[src/rtl/bcd_pkg.sv]
// rtl/bcd_pkg.sv - shared types and constants for the BCD divisibility checker
package bcd_pkg;

    localparam int DIG_W   = 4;
    localparam int MOD3    = 3;
    localparam int MOD11   = 11;
    localparam int BCD_MAX = 9;

    typedef enum logic [1:0] {
        ST_IDLE   = 2'd0,
        ST_LOAD   = 2'd1,
        ST_RESULT = 2'd2
    } state_t;

endpackage

[src/rtl/bcd_mod_step.sv]
// rtl/bcd_mod_step.sv - one-digit update of the mod-3 and mod-11 remainders
module bcd_mod_step
    import bcd_pkg::*;
(
    input  logic [1:0]       r3,
    input  logic [3:0]       r11,
    input  logic [DIG_W-1:0] d,
    output logic [1:0]       r3_next,
    output logic [3:0]       r11_next,
    output logic             invalid
);

    // 5-bit intermediates: r3 + d <= 17 and d + 11 - r11 <= 26, so nothing wraps.
    logic [4:0] sum3;
    logic [4:0] sum11;
    logic [4:0] mod3_v;
    logic [4:0] mod11_v;

    // Remainder update; 10 == -1 (mod 11) turns (10*r + d) into (d - r), biased by 11 to stay positive.
    always_comb begin
        sum3     = 5'(r3) + 5'(d);
        sum11    = 5'(d) + 5'(MOD11) - 5'(r11);
        mod3_v   = sum3 % 5'(MOD3);
        mod11_v  = sum11 % 5'(MOD11);
        invalid  = (d > 4'(BCD_MAX));
        r3_next  = r3;
        r11_next = r11;
        if (!invalid) begin
            r3_next  = mod3_v[1:0];
            r11_next = mod11_v[3:0];
        end
    end

endmodule

[src/rtl/bcd_div_seq.sv]
// rtl/bcd_div_seq.sv - serial BCD operand loader reporting divisibility by 3 and 11
module bcd_div_seq
    import bcd_pkg::*;
#(
    parameter int NDIG = 4
) (
    input  logic             clk,
    input  logic             rst_n,
    input  logic             start,
    input  logic [DIG_W-1:0] digit_in,
    input  logic             digit_valid,
    output logic             digit_ready,
    output logic             busy,
    output logic             done,
    output logic             out3,
    output logic             out11,
    output logic             bcd_err
);

    localparam int CNT_W = (NDIG > 1) ? $clog2(NDIG) : 1;
    localparam logic [CNT_W-1:0] LAST_IDX = CNT_W'(NDIG - 1);

    state_t           state;
    logic [CNT_W-1:0] cnt;
    logic [1:0]       r3;
    logic [3:0]       r11;
    logic             err_acc;

    logic             accept;
    logic             last_digit;
    logic             start_ok;
    logic [1:0]       r3_n;
    logic [3:0]       r11_n;
    logic             invalid;
    logic             err_final;

    assign digit_ready = (state == ST_LOAD);
    assign busy        = (state == ST_LOAD);
    assign done        = (state == ST_RESULT);
    assign accept      = digit_valid && (state == ST_LOAD);
    assign last_digit  = accept && (cnt == LAST_IDX);
    assign start_ok    = start && (state == ST_IDLE);
    assign err_final   = err_acc | invalid;

    bcd_mod_step u_step (
        .r3       (r3),
        .r11      (r11),
        .d        (digit_in),
        .r3_next  (r3_n),
        .r11_next (r11_n),
        .invalid  (invalid)
    );

    // Control FSM: start is only honoured in IDLE, RESULT lasts exactly one cycle.
    always_ff @(posedge clk or negedge rst_n) begin
        if (!rst_n) begin
            state <= ST_IDLE;
        end else begin
            unique case (state)
                ST_IDLE:   if (start) state <= ST_LOAD;
                ST_LOAD:   if (last_digit) state <= ST_RESULT;
                ST_RESULT: state <= ST_IDLE;
                default:   state <= ST_IDLE;
            endcase
        end
    end

    // Digit counter and running remainders; the counter holds at the last index instead of wrapping.
    always_ff @(posedge clk or negedge rst_n) begin
        if (!rst_n) begin
            cnt     <= '0;
            r3      <= '0;
            r11     <= '0;
            err_acc <= 1'b0;
        end else if (start_ok) begin
            cnt     <= '0;
            r3      <= '0;
            r11     <= '0;
            err_acc <= 1'b0;
        end else if (accept) begin
            r3      <= r3_n;
            r11     <= r11_n;
            err_acc <= err_final;
            if (!last_digit) cnt <= cnt + CNT_W'(1);
        end
    end

    // Result registers: captured with the last digit so they are valid during RESULT and held after.
    always_ff @(posedge clk or negedge rst_n) begin
        if (!rst_n) begin
            out3    <= 1'b0;
            out11   <= 1'b0;
            bcd_err <= 1'b0;
        end else if (start_ok) begin
            out3    <= 1'b0;
            out11   <= 1'b0;
            bcd_err <= 1'b0;
        end else if (last_digit) begin
            bcd_err <= err_final;
            out3    <= (r3_n == 2'd0) && !err_final;
            out11   <= (r11_n == 4'd0) && !err_final;
        end
    end

endmodule

[config.mk]
export PLATFORM = sky130hd
export DESIGN_NAME = bcd_div_seq
export DESIGN_NICKNAME = d
export VERILOG_FILES = /design/src/rtl/bcd_pkg.sv /design/src/rtl/bcd_mod_step.sv /design/src/rtl/bcd_div_seq.sv
export SDC_FILE = /design/constraint.sdc
export NUM_CORES = 1
export LEC_CHECK = 0
export CAP_MARGIN = 20
export CELL_PAD_IN_SITES_DETAIL_PLACEMENT = 2
export CELL_PAD_IN_SITES_GLOBAL_PLACEMENT = 2
export CORE_AREA = 2 2 56 85
export CTS_BUF_LIST = sky130_fd_sc_hd__clkbuf_4 sky130_fd_sc_hd__clkbuf_8
export DETAILED_ROUTE_END_ITERATION = 10
export DIE_AREA = 0 0 58 87
export PLACE_DENSITY = 0.82
export SYNTH_ARGS = -nofsm -noshare
export SYNTH_HDL_FRONTEND = slang
export SYNTH_HIERARCHICAL = 1
export SYNTH_SLANG_ARGS = --single-unit
[constraint.sdc]
create_clock -name clk -period 4.3 [get_ports clk]
set_input_delay 1.075 -clock clk [delete_from_list [all_inputs] [get_ports clk]]
set_output_delay 1.075 -clock clk [all_outputs]
set_load 0.01 [all_outputs]
* Yosys cells after proc, flatten, opt, wreduce, memory -nomap -nowiden
Cells that the tools add are included.
Cells by class: add/sub/neg operators 4, multipliers 0, divide/modulo/power cells 2, $lt $le $gt $ge 1, eq/ne operators 6, shifts and indexed selects 0, muxes and demuxes 20, bitwise logic cells 1, reductions and logical operators 13
Operators with widths (count):
- 2-bit 2-to-1 mux | 8
- 4-bit 2-to-1 mux | 3
- 1-bit 2-to-1 mux | 8
- 2-bit by 4-bit adder with 5-bit output | 1
- 4-bit by 4-bit adder with 5-bit output, second input constant | 1
- 1-bit logical AND | 5
- 5-bit by 2-bit modulo with 5-bit output, second input constant | 1
- 5-bit by 4-bit modulo with 5-bit output, second input constant | 1
- 5-bit by 4-bit subtractor with 5-bit output | 1
- 2-bit equality test, second input constant | 2
- 4-bit > comparator, second input constant | 1
- 2-bit zero test | 2
- 4-bit zero test | 1
- 2-bit by 1-bit != test with 1-bit output, second input constant | 2
- 2-bit case mux with 2 select lines | 1
- 2-bit AND reduction | 2
- 2-bit nonzero test | 2
- 2-bit by 1-bit adder with 2-bit output, second input constant | 1
- 2-bit by 1-bit equality test with 1-bit output, second input constant | 1
- 2-bit != test, second input constant | 1
- 1-bit zero test | 1
- 1-bit OR | 1
Word-level totals: register bits 14, latch bits 0, bits in writable memories 0, memory bits (read-only) 0, memories 0

* Logic depth before layout (Yosys ltp)
Gate-level depths: netlist of the first run.
depth in word-level cells 8, gate-level depth with buffers 19, depth with buffers taken out 18

* Hierarchy
Netlist of the first run, hierarchy kept.
Modules (own cells, without submodules):
- bcd_mod_step | instances 1, cells an instance 131, area an instance 939.7 µm², sequential area each 0.0 µm²
- bcd_div_seq | instances 1, cells an instance 45, area an instance 614.3 µm², sequential area each 350.3 µm²

* Worst setup path before layout of the first run
Ideal clock, no wire load.
kind in2reg, start in digit_in[1], end reg out11, library setup time 122 ps, arrival time 4375 ps, data required time 4178 ps, setup slack -197 ps, stages on the path 18, cells stage by stage ha_1 -> ha_1 -> inv_1 -> fa_1 -> buf_2 -> nand2b_1 -> a221o_1 -> o21ai_1 -> and2_1 -> inv_1 -> ha_1 -> inv_1 -> o2111a_1 -> a211oi_2 -> o21a_1 -> o31ai_2 -> nor4_1 -> a32o_1
Between the ends: cells in the longest elaborated chain, start to end 8, elaborated cells on any way between the ends 11
Ends and longest elaborated chain:
- start: declaration | line bcd_div_seq.sv:10 | input logic [DIG_W-1:0] digit_in,
- 4-bit by 4-bit adder with 5-bit output | line bcd_mod_step.sv:22 | sum11 = 5'(d) + 5'(MOD11) - 5'(r11);
- 5-bit by 4-bit subtractor with 5-bit output | line bcd_mod_step.sv:22
- 5-bit by 4-bit modulo with 5-bit output | line bcd_mod_step.sv:24 | mod11_v = sum11 % 5'(MOD11);
- 4-bit 2-to-1 mux * | line bcd_mod_step.sv:28 | if (!invalid) begin
- via r11_n[0] | line bcd_div_seq.sv:33 | logic [3:0] r11_n;
- 4-bit zero test * | line bcd_div_seq.sv:101 | out11 <= (r11_n == 4'd0) && !err_final;
- 1-bit logical AND * | line bcd_div_seq.sv:101
- 1-bit 2-to-1 mux * | line bcd_div_seq.sv:98 | end else if (last_digit) begin
- 1-bit 2-to-1 mux * | line bcd_div_seq.sv:94 | end else if (start_ok) begin
- end signal: assignment | line bcd_div_seq.sv:101
- end: declaration | line bcd_div_seq.sv:16 | output logic out11,
Mark *: on every way through the listed nets, which the timed path passes. The rest lies on a longest branch. The select of a mux whose other input is x is not followed. A chain may end at the register's enable or synchronous reset.

* Worst setup path after layout of the first run
Ends and elaborated chain as after synthesis.

==> metrics.txt, run 1 <==
status=complete, no violations; ANT nets after route=0; Synth area leader=dfrtp_1; crit path max fanout=4; Worst Path Arrival=4.43 ns; core box area=4350 µm²; Async SR Flop Fraction=100%; chip width=58 µm; DR iter-0 viols=32; htree depth=1; Fin. Hold Viols=0; Sink Count=14; Area Growth Syn to Fin=47.9%; Worst-path clk slew=0.06 ns; Worst Tran Pin Value=0.653 ns; Worst Hold Endpoint=out3; largest net degree at the start of global routing=15; clock root buffer master=clkbuf_8; routability cong.=0.810; via-per-instance ratio=6.00; R2R Path End=out11; Site Rows=30; io pins=14; clock period minus worst slack=4.28 ns; CTS Hold Bufs=0; WP buf/inv=4; worst setup path startpoint=digit_in[1]; first-pass GRT wire length=9790 µm; flops & latches, synth=14; drt pass-1 iters=4; reg-to-reg startpoint=r11[1]; area occupied by multi-input gates=1320 µm²; Total GRT Usage=25.9%; hold path start=out3; Syn Inst Count=176; clk_lat worst skew=0.25 ns; slowest CP cell=fa_2; Total Die Area=5050 µm²; Final Max Tran Viols=0; kind of critical path=in2reg; Netlist cell types=66; Post-synth EDFFs=0; input/output buffers=13; Main synth FF type=dfrtp_1; Avg Synthesized Cell Area=8.83 µm²; fillers=466; layout cells sized above 1=42.2%; Die Y-Extent=87 µm; number of global-route vias before repair=1891; worst path cell trace=buf_2 -> ha_4 -> ha_4 -> inv_2 -> fa_2 -> nand2b_4 -> a221o_1 -> o21ai_2 -> and2_4 -> inv_2 -> ha_4 -> inv_2 -> o2111a_2 -> a211oi_4 -> o21a_1 -> o31ai_2 -> nor4_2 -> a32o_1; Mapped Area=1550 µm²; Ant. Diodes=0; Worst Hold Class=reg2reg; Layout Skew=0.00584 ns; Max Freq=233 MHz; startpoint types=primary input; wire per inst=25.0 µm; Tcrit/Tclk final=99.6%; nets@finish=255; Synth area leaders=dfrtp_1 (23%), ha_1 (11%), inv_1 (4.6%), a22o_1 (3.9%), a21oi_1 (3.5%); CP endpoint kind=flip-flop; register area share after synthesis=22.5%; hold depth=1; routed vias=1669; dpl cell area=1990 µm²; CP peak stage delay=0.48 ns; CP top delay family=compound AO/OA/AOI/OAI gates; CTS tree=yes; Slew headroom=56.4%; hpwl dp=4530 µm; DR DRC count=0; R2R cell count=18; r2r setup slk=0.44 ns; Post-Syn Nets=200; Ys Warns=6; WL final=6950 µm; Req. time, crit path=4.44 ns; max-cap violations=0; final hold slack=0.528 ns; final setup fails=0; Longest Clk Path Bufs=2; share of the synthesized area in the top cell type=22.5%; antenna violations before repair=0; CTS Buf Count=3; register area=350 µm²; Initial Util=35.7%; fin area=2300 µm²; GR Overflow Total=0
==> layout make-up <==
cell class | instances | share of cell area [%]
multi-input combinational | 135 | 57.2
timing repair buffer | 55 | 18.8
sequential | 14 | 15.2
inverter | 22 | 3.70
tap | 48 | 2.61
clock buffer | 4 | 2.40
==> metal layers <==
layer	wire, µm	track usage, %	vias up
li1	-	-	764
met1	2420	26.3	854
met2	4090	52.3	32
met3	123	1.63	19
met4	309	10.6	0
met5	0	0	-
==> what timing repair did <==
item	in CTS	in global routing
pin swaps	14	12
gates resized for setup	25	21
setup endpoints to repair	7	7
setup buffers	3	5
==> worst reg2reg max path, delay by kind of cell (launching register included) <==
| kind | cells | cell delay (ns) |
|---|---|---|
| AO/OA/AOI/OAI | 7 | 1.56 |
| adder cells (fa/ha/maj) | 4 | 1.00 |
| AND/OR/NAND/NOR | 3 | 0.47 |
| flip-flops | 1 | 0.39 |
| buffers and inverters | 4 | 0.32 |
==> logic make-up after synthesis <==
logic type	Yosys count	share of synthesized area, %
compound gates	61	31.1
xor+xnor	3	2.17
mux	2	1.37
fa+ha+maj	16	13.8
simple gates	53	20.5
flops	14	22.5
buf+inv	27	8.45
==> flip-flops by register name, summed over array words and instances (netlist names) <==
| signal | flops |
|---|---|
| r11 | 4 |
| bcd_err | 1 |
| cnt | 2 |
| r3 | 2 |
| state | 2 |
| out11 | 1 |
| out3 | 1 |
| err_acc | 1 |
==> per-stage QoR <==
stage	setup TNS [ns]	std cells	utilization (%)	setup WS, ns
after floorplan	0	176	-	0.000202
after global placement	-1.90	266	45.7	-0.444
after detailed placement	-3.52	266	45.7	-0.664
after CTS	0	273	49.6	0.0160
after global routing	-0.138	278	52.8	-0.0896
final	0	278	52.8	0.0162
==> layout by cell type, fill, tap and decap left out, types with 4 or more instances in the layout <==
cell	n
a22o_1	7
inv_2	6
dfrtp_1	14
buf_4	42
nor2_1	11
ha_1	7
clkbuf_8	4
inv_1	14
clkdlybuf4s50_1	9
ha_4	7
a21oi_1	11
nand2_1	13
==> Yosys cell counts, types with 2 or more instances <==
cell / count
o21ai_0: 4
nand3_1: 2
a22o_1: 7
nor2_4: 2
dfrtp_1: 14
inv_1: 19
a32o_1: 2
o31ai_1: 3
nor3_1: 3
nor4_1: 3
xnor2_1: 2
nand2b_1: 2
a2111oi_0: 2
buf_6: 3
a21o_1: 2
o21bai_1: 3
a31oi_1: 2
ha_1: 14
a221oi_2: 2
a22oi_1: 2
o211ai_1: 2
nor2_1: 11
o21a_1: 3
fa_1: 2
nor2b_1: 2
nand2_1: 13
a21oi_1: 11
==> worst max path at each step <==
| stage | end | cells past startpoint |
|---|---|---|
| 6_report | out11 | 18 |
| 5_1_grt | out11 | 16 |
| 4_1_cts | out11 | 18 |
| 3_5_place_dp | out11 | 18 |
| 3_3_place_gp | out11 | 18 |
| 2_1_floorplan | out11 | 18 |
Power of run 1 is not shown: default switching activity piles up to over one toggle a cycle in this logic, so the estimate is an artifact.
==> run 2, diff against run 1 <==
==> constraint.sdc (replaced) <==
create_clock -name clk -period 4.3 [get_ports clk]
set_input_delay 0.86 -clock clk [delete_from_list [all_inputs] [get_ports clk]]
set_output_delay 0.86 -clock clk [all_outputs]
set_load 0.01 [all_outputs]
==> run 2 against run 1 <==
Final cell count up 3.6%. Critical endpoint unchanged. The flow now finishes with violations (negative setup slack). Largest cell class unchanged. Clock-buffer cell count is the same. Non-clock buffer count is 10 higher. Core utilization is 1.6 points higher.
==> metrics.txt, run 2 (synthesis results as in run 1) <==
CTS tree=yes; Total Die Area=5050 µm²; via-per-instance ratio=6.10; htree depth=1; Initial Util=35.7%; input/output buffers=13; Layout Skew=0.00218 ns; wire per inst=26.3 µm; DR iter-0 viols=59; Site Rows=30; Longest Clk Path Bufs=2; routability cong.=0.841; Sink Count=14; fin area=2370 µm²; most frequent cells in the layout=buf_4 (51), dfrtp_1 (14), inv_1 (14); Worst Tran Pin Value=0.680 ns; clock period minus worst slack=4.34 ns; Tcrit/Tclk final=101%; fillers=454; ANT nets after route=0; CP endpoint kind=flip-flop; max-cap violations=0; PnR worst setup slack=-0.0375 ns; clock root buffer master=clkbuf_8; routed vias=1758; chip width=58 µm; kind of critical path=in2reg; number of global-route vias before repair=1997; final setup fails=1; Worst Path Arrival=4.47 ns; failing checks=negative setup slack; dpl cell area=1970 µm²; CTS Hold Bufs=0; Area Growth Syn to Fin=52.3%; crit path max fanout=4; antenna violations before repair=0; Die Y-Extent=87 µm; commonest non-fill, non-tap cell in the layout=buf_4; largest net degree at the start of global routing=15; final hold slack=0.530 ns; Biggest register=r11; Slew headroom=54.5%; nets@finish=265; io pins=14; DR DRC count=0; max reg flops=4; Req. time, crit path=4.44 ns; hpwl dp=4580 µm; clk_lat worst skew=0.25 ns; Worst Hold Class=reg2reg; startpoint types=primary input; core box area=4350 µm²; GR Overflow Total=0; Ant. Diodes=0; Final Max Tran Viols=0; layout cells sized above 1=43.8%; first-pass GRT wire length=10300 µm; drt pass-1 iters=4; status=complete, but fails checks; Max Freq=231 MHz; WL final=7590 µm; Fin. Hold Viols=0; Worst-path clk slew=0.06 ns; CTS Buf Count=3; Total GRT Usage=27.2%; register area=350 µm²; area occupied by multi-input gates=1290 µm²
run 2: changes by cell type in the layout (fill, tap and decap cells not counted), sizes merged:
cell          previous run  this run
buf                     44        52
clkbuf                   4         5
dlymetal6s2s             0         1
run 2: layout make-up:
cell class                 instances  area share, %
clock buffer                       4           2.33
inverter                          22           3.70
multi-input combinational        135           54.7
sequential                        14           14.8
tap                               48           2.54
timing repair buffer              65           21.9
run 2: worst max-delay path, cell delays in order:
cell and delay [ns]:
dlygate4sd2_1 0.28, ha_4 0.23, ha_4 0.16, inv_2 0.06
fa_2 0.47, nand2b_4 0.19, a221o_1 0.36, o21ai_2 0.23
and2_4 0.19, inv_2 0.05, ha_4 0.16, inv_1 0.07
o2111a_1 0.23, a211oi_4 0.07, o21a_1 0.23, o31ai_4 0.27
nor4_2 0.07, a32o_1 0.28
run 2: final timing paths:
path	startpoint	end	slack, ns	cells after the start
setup / recovery	digit_in[1]	out11	-0.04	18
hold / removal	r11[1]	r11[1]	0.53	1
setup reg to reg	r11[1]	out11	0.25	18
hold reg to reg	r11[1]	r11[1]	0.53	1
max in group asynchronous	rst_n	bcd_err	2.85	1
min in group asynchronous	rst_n	r3[1]	1.02	1
run 2: layer usage:
metal / up-vias / wire length [µm] / GRT usage (%)
li1: 789 / - / -
met1: 897 / 2750 / 25.7
met2: 45 / 4350 / 55.8
met3: 27 / 140 / 1.93
met4: 0 / 339 / 13.1
met5: - / 0 / 0
run 2: timing repair:
item | in CTS | in global routing
pin swaps | 21 | 16
gates cloned | 0 | 0
setup endpoints to repair | 7 | 7
buffers inserted | 14 | 2
resized for setup | 32 | 18
run 2: stage by stage:
step	worst slack (ns)	instances	setup TNS (ns)	utilization, %
floorplan	0.0184	176	0	-
global placement	-0.344	268	-1.19	45.2
detailed placement	-0.669	268	-3.56	45.2
CTS	0.00361	286	0	51.8
global route	-0.149	288	-0.459	54.3
finish	-0.0375	288	-0.0375	54.3
Power of run 2 is left out for the same reason.
==> run 3, diff against run 2 <==
--- a/config.mk
+++ b/config.mk
@@ -6,7 +6,7 @@
 export NUM_CORES = 1
 export LEC_CHECK = 0
 export CAP_MARGIN = 20
-export CELL_PAD_IN_SITES_DETAIL_PLACEMENT = 2
+export CELL_PAD_IN_SITES_DETAIL_PLACEMENT = 1
 export CELL_PAD_IN_SITES_GLOBAL_PLACEMENT = 2
 export CORE_AREA = 2 2 56 85
 export CTS_BUF_LIST = sky130_fd_sc_hd__clkbuf_4 sky130_fd_sc_hd__clkbuf_8
==> run 3 against run 2 <==
Sequential share of layout area rose by 0.36 points. Non-clock buffer count is 1 lower. Flip-flop and latch count did not move. Global-route usage decreased by 5.5 points. Wire length shrank 30%. Register-to-register slack better by 0.21 ns. Final cell count decreased by 0.35%. Clock-buffer cell count is the same. The run now ends clean. Highest routed layer unchanged. Setup slack improved by 0.15 ns. Die area stayed put.
==> metrics.txt, run 3 (synthesis results as in run 1) <==
CTS Buf Count=3; commonest non-fill, non-tap cell in the layout=buf_4; Fin. Hold Viols=0; startpoint types=primary input; Tcrit/Tclk final=97.3%; register area=350 µm²; input/output buffers=13; Worst Path Arrival=4.32 ns; routed vias=1641; area occupied by multi-input gates=1240 µm²; number of global-route vias before repair=1796; kind of critical path=in2reg; GR Overflow Total=0; core box area=4350 µm²; max-cap violations=0; Ant. Diodes=0; most frequent cells in the layout=buf_4 (50), inv_1 (15), dfrtp_1 (14); Worst Tran Pin Value=0.658 ns; Req. time, crit path=4.44 ns; fillers=501; htree depth=1; nets@finish=264; wire per inst=18.5 µm; Worst Hold Endpoint=r11[1]; hold depth=1; Peak VDD IR=614 µV; clock period minus worst slack=4.19 ns; Max Freq=239 MHz; Total Die Area=5050 µm²; layout cells sized above 1=42.3%; Longest Clk Path Bufs=2; hpwl dp=3790 µm; DR DRC count=0; routability cong.=0.841; Cell Pwr Density=1040 nW/µm²; DR iter-0 viols=94; sequential power share=9.8%; R2R cell count=17; status=complete, no violations; Switching Fraction=45.5%; Slew headroom=56.0%; Biggest register=r11; clk_lat worst skew=0.25 ns; crit path max fanout=4; Total GRT Usage=21.7%; CP endpoint kind=flip-flop; Final Max Tran Viols=0; Worst-path clk slew=0.06 ns; max reg flops=4; WL final=5320 µm; antenna violations before repair=0; drt pass-1 iters=4; Layout Skew=0.00303 ns; Site Rows=30; ANT nets after route=0; reg-to-reg startpoint=r11[1]; R2R Path End=out11; final setup fails=0; Pint=1.31 mW; io pins=14; Die Y-Extent=87 µm; largest net degree at the start of global routing=15; Initial Util=35.7%; clock root buffer master=clkbuf_8; final hold slack=0.499 ns; via-per-instance ratio=5.72; CTS tree=yes; first-pass GRT wire length=8540 µm; Worst Hold Class=reg2reg; chip width=58 µm; Area Growth Syn to Fin=48.6%; clock power share=5.3%; Net Switching=1.09 mW; final core utilization=53.0%; Sink Count=14; LEAKAGE=1.05 nW; hold path start=r11[1]; r2r setup slk=0.46 ns; Comb pwr share=84.8%
==> run 3: how the worst max path moves through the flow <==
stage	start	to	depth (start not counted)
after detailed placement	digit_in[1]	out11	18
after CTS	digit_in[3]	out11	18
after global placement	digit_in[1]	out11	18
after global routing	digit_in[0]	out3	19
after floorplan	digit_in[1]	out11	18
final	digit_in[1]	out11	17
==> run 3: final cells by class <==
class / instances / area share (%)
clock buffers: 4 / 2.38
inverters: 22 / 3.68
multi-input cells: 135 / 53.7
well taps: 48 / 2.60
repair buffers: 64 / 22.5
flip-flops and latches: 14 / 15.2
==> run 3: repair_timing <==
item | in CTS | in global routing
pin swaps | 20 | 13
hold buffers | 0 | 0
setup endpoints to repair | 6 | 5
setup buffers | 13 | 2
resized for setup | 21 | 19
==> run 3: per-layer routing <==
layer,GRT usage (%),wire length (µm),part of all wire (%),vias to the layer above
li1,-,-,-,791
met1,23.3,2000,38,820
met2,43.7,3130,59,20
met3,0.594,83,1.6,10
met4,7.19,97,1.8,0
met5,0,0,0,-
==> run 3: power by group through the flow <==
| stage | sequential [mW] | clock [mW] | combinational (mW) |
|---|---|---|---|
| after CTS | 0.236 | 0.128 | 1.85 |
| after global routing | 0.246 | 0.135 | 2.20 |
| final | 0.236 | 0.128 | 2.03 |
| after detailed placement | 0.235 | 0 | 1.53 |
| after global placement | 0.231 | 0 | 1.45 |
| after floorplan | 0.225 | 0 | 0.969 |
==> run 3: metrics by stage <==
step	TNS, ns	cells	total power [mW]	area [µm²]	setup WS, ns
after floorplan	0	176	1.19	1550	0.0184
after detailed placement	-2.52	268	1.77	1970	-0.533
after CTS	0	285	2.22	2220	0.00133
after global placement	-1.19	268	1.68	1970	-0.344
final	0	287	2.40	2310	0.114
after global routing	-0.0887	287	2.58	2310	-0.0403
==> run 3: critical path, stage by stage <==
cell	delay, ns
dlygate4sd2_1	0.25
ha_1	0.28
ha_2	0.19
inv_2	0.05
fa_2	0.45
nand2b_4	0.18
a221o_1	0.32
o21ai_2	0.18
and2_4	0.17
inv_2	0.05
ha_4	0.16
a221oi_2	0.26
a211oi_4	0.10
o21a_1	0.22
o31ai_2	0.25
nor4_1	0.10
a32o_1	0.26
Power figures use the tool's default switching activity.
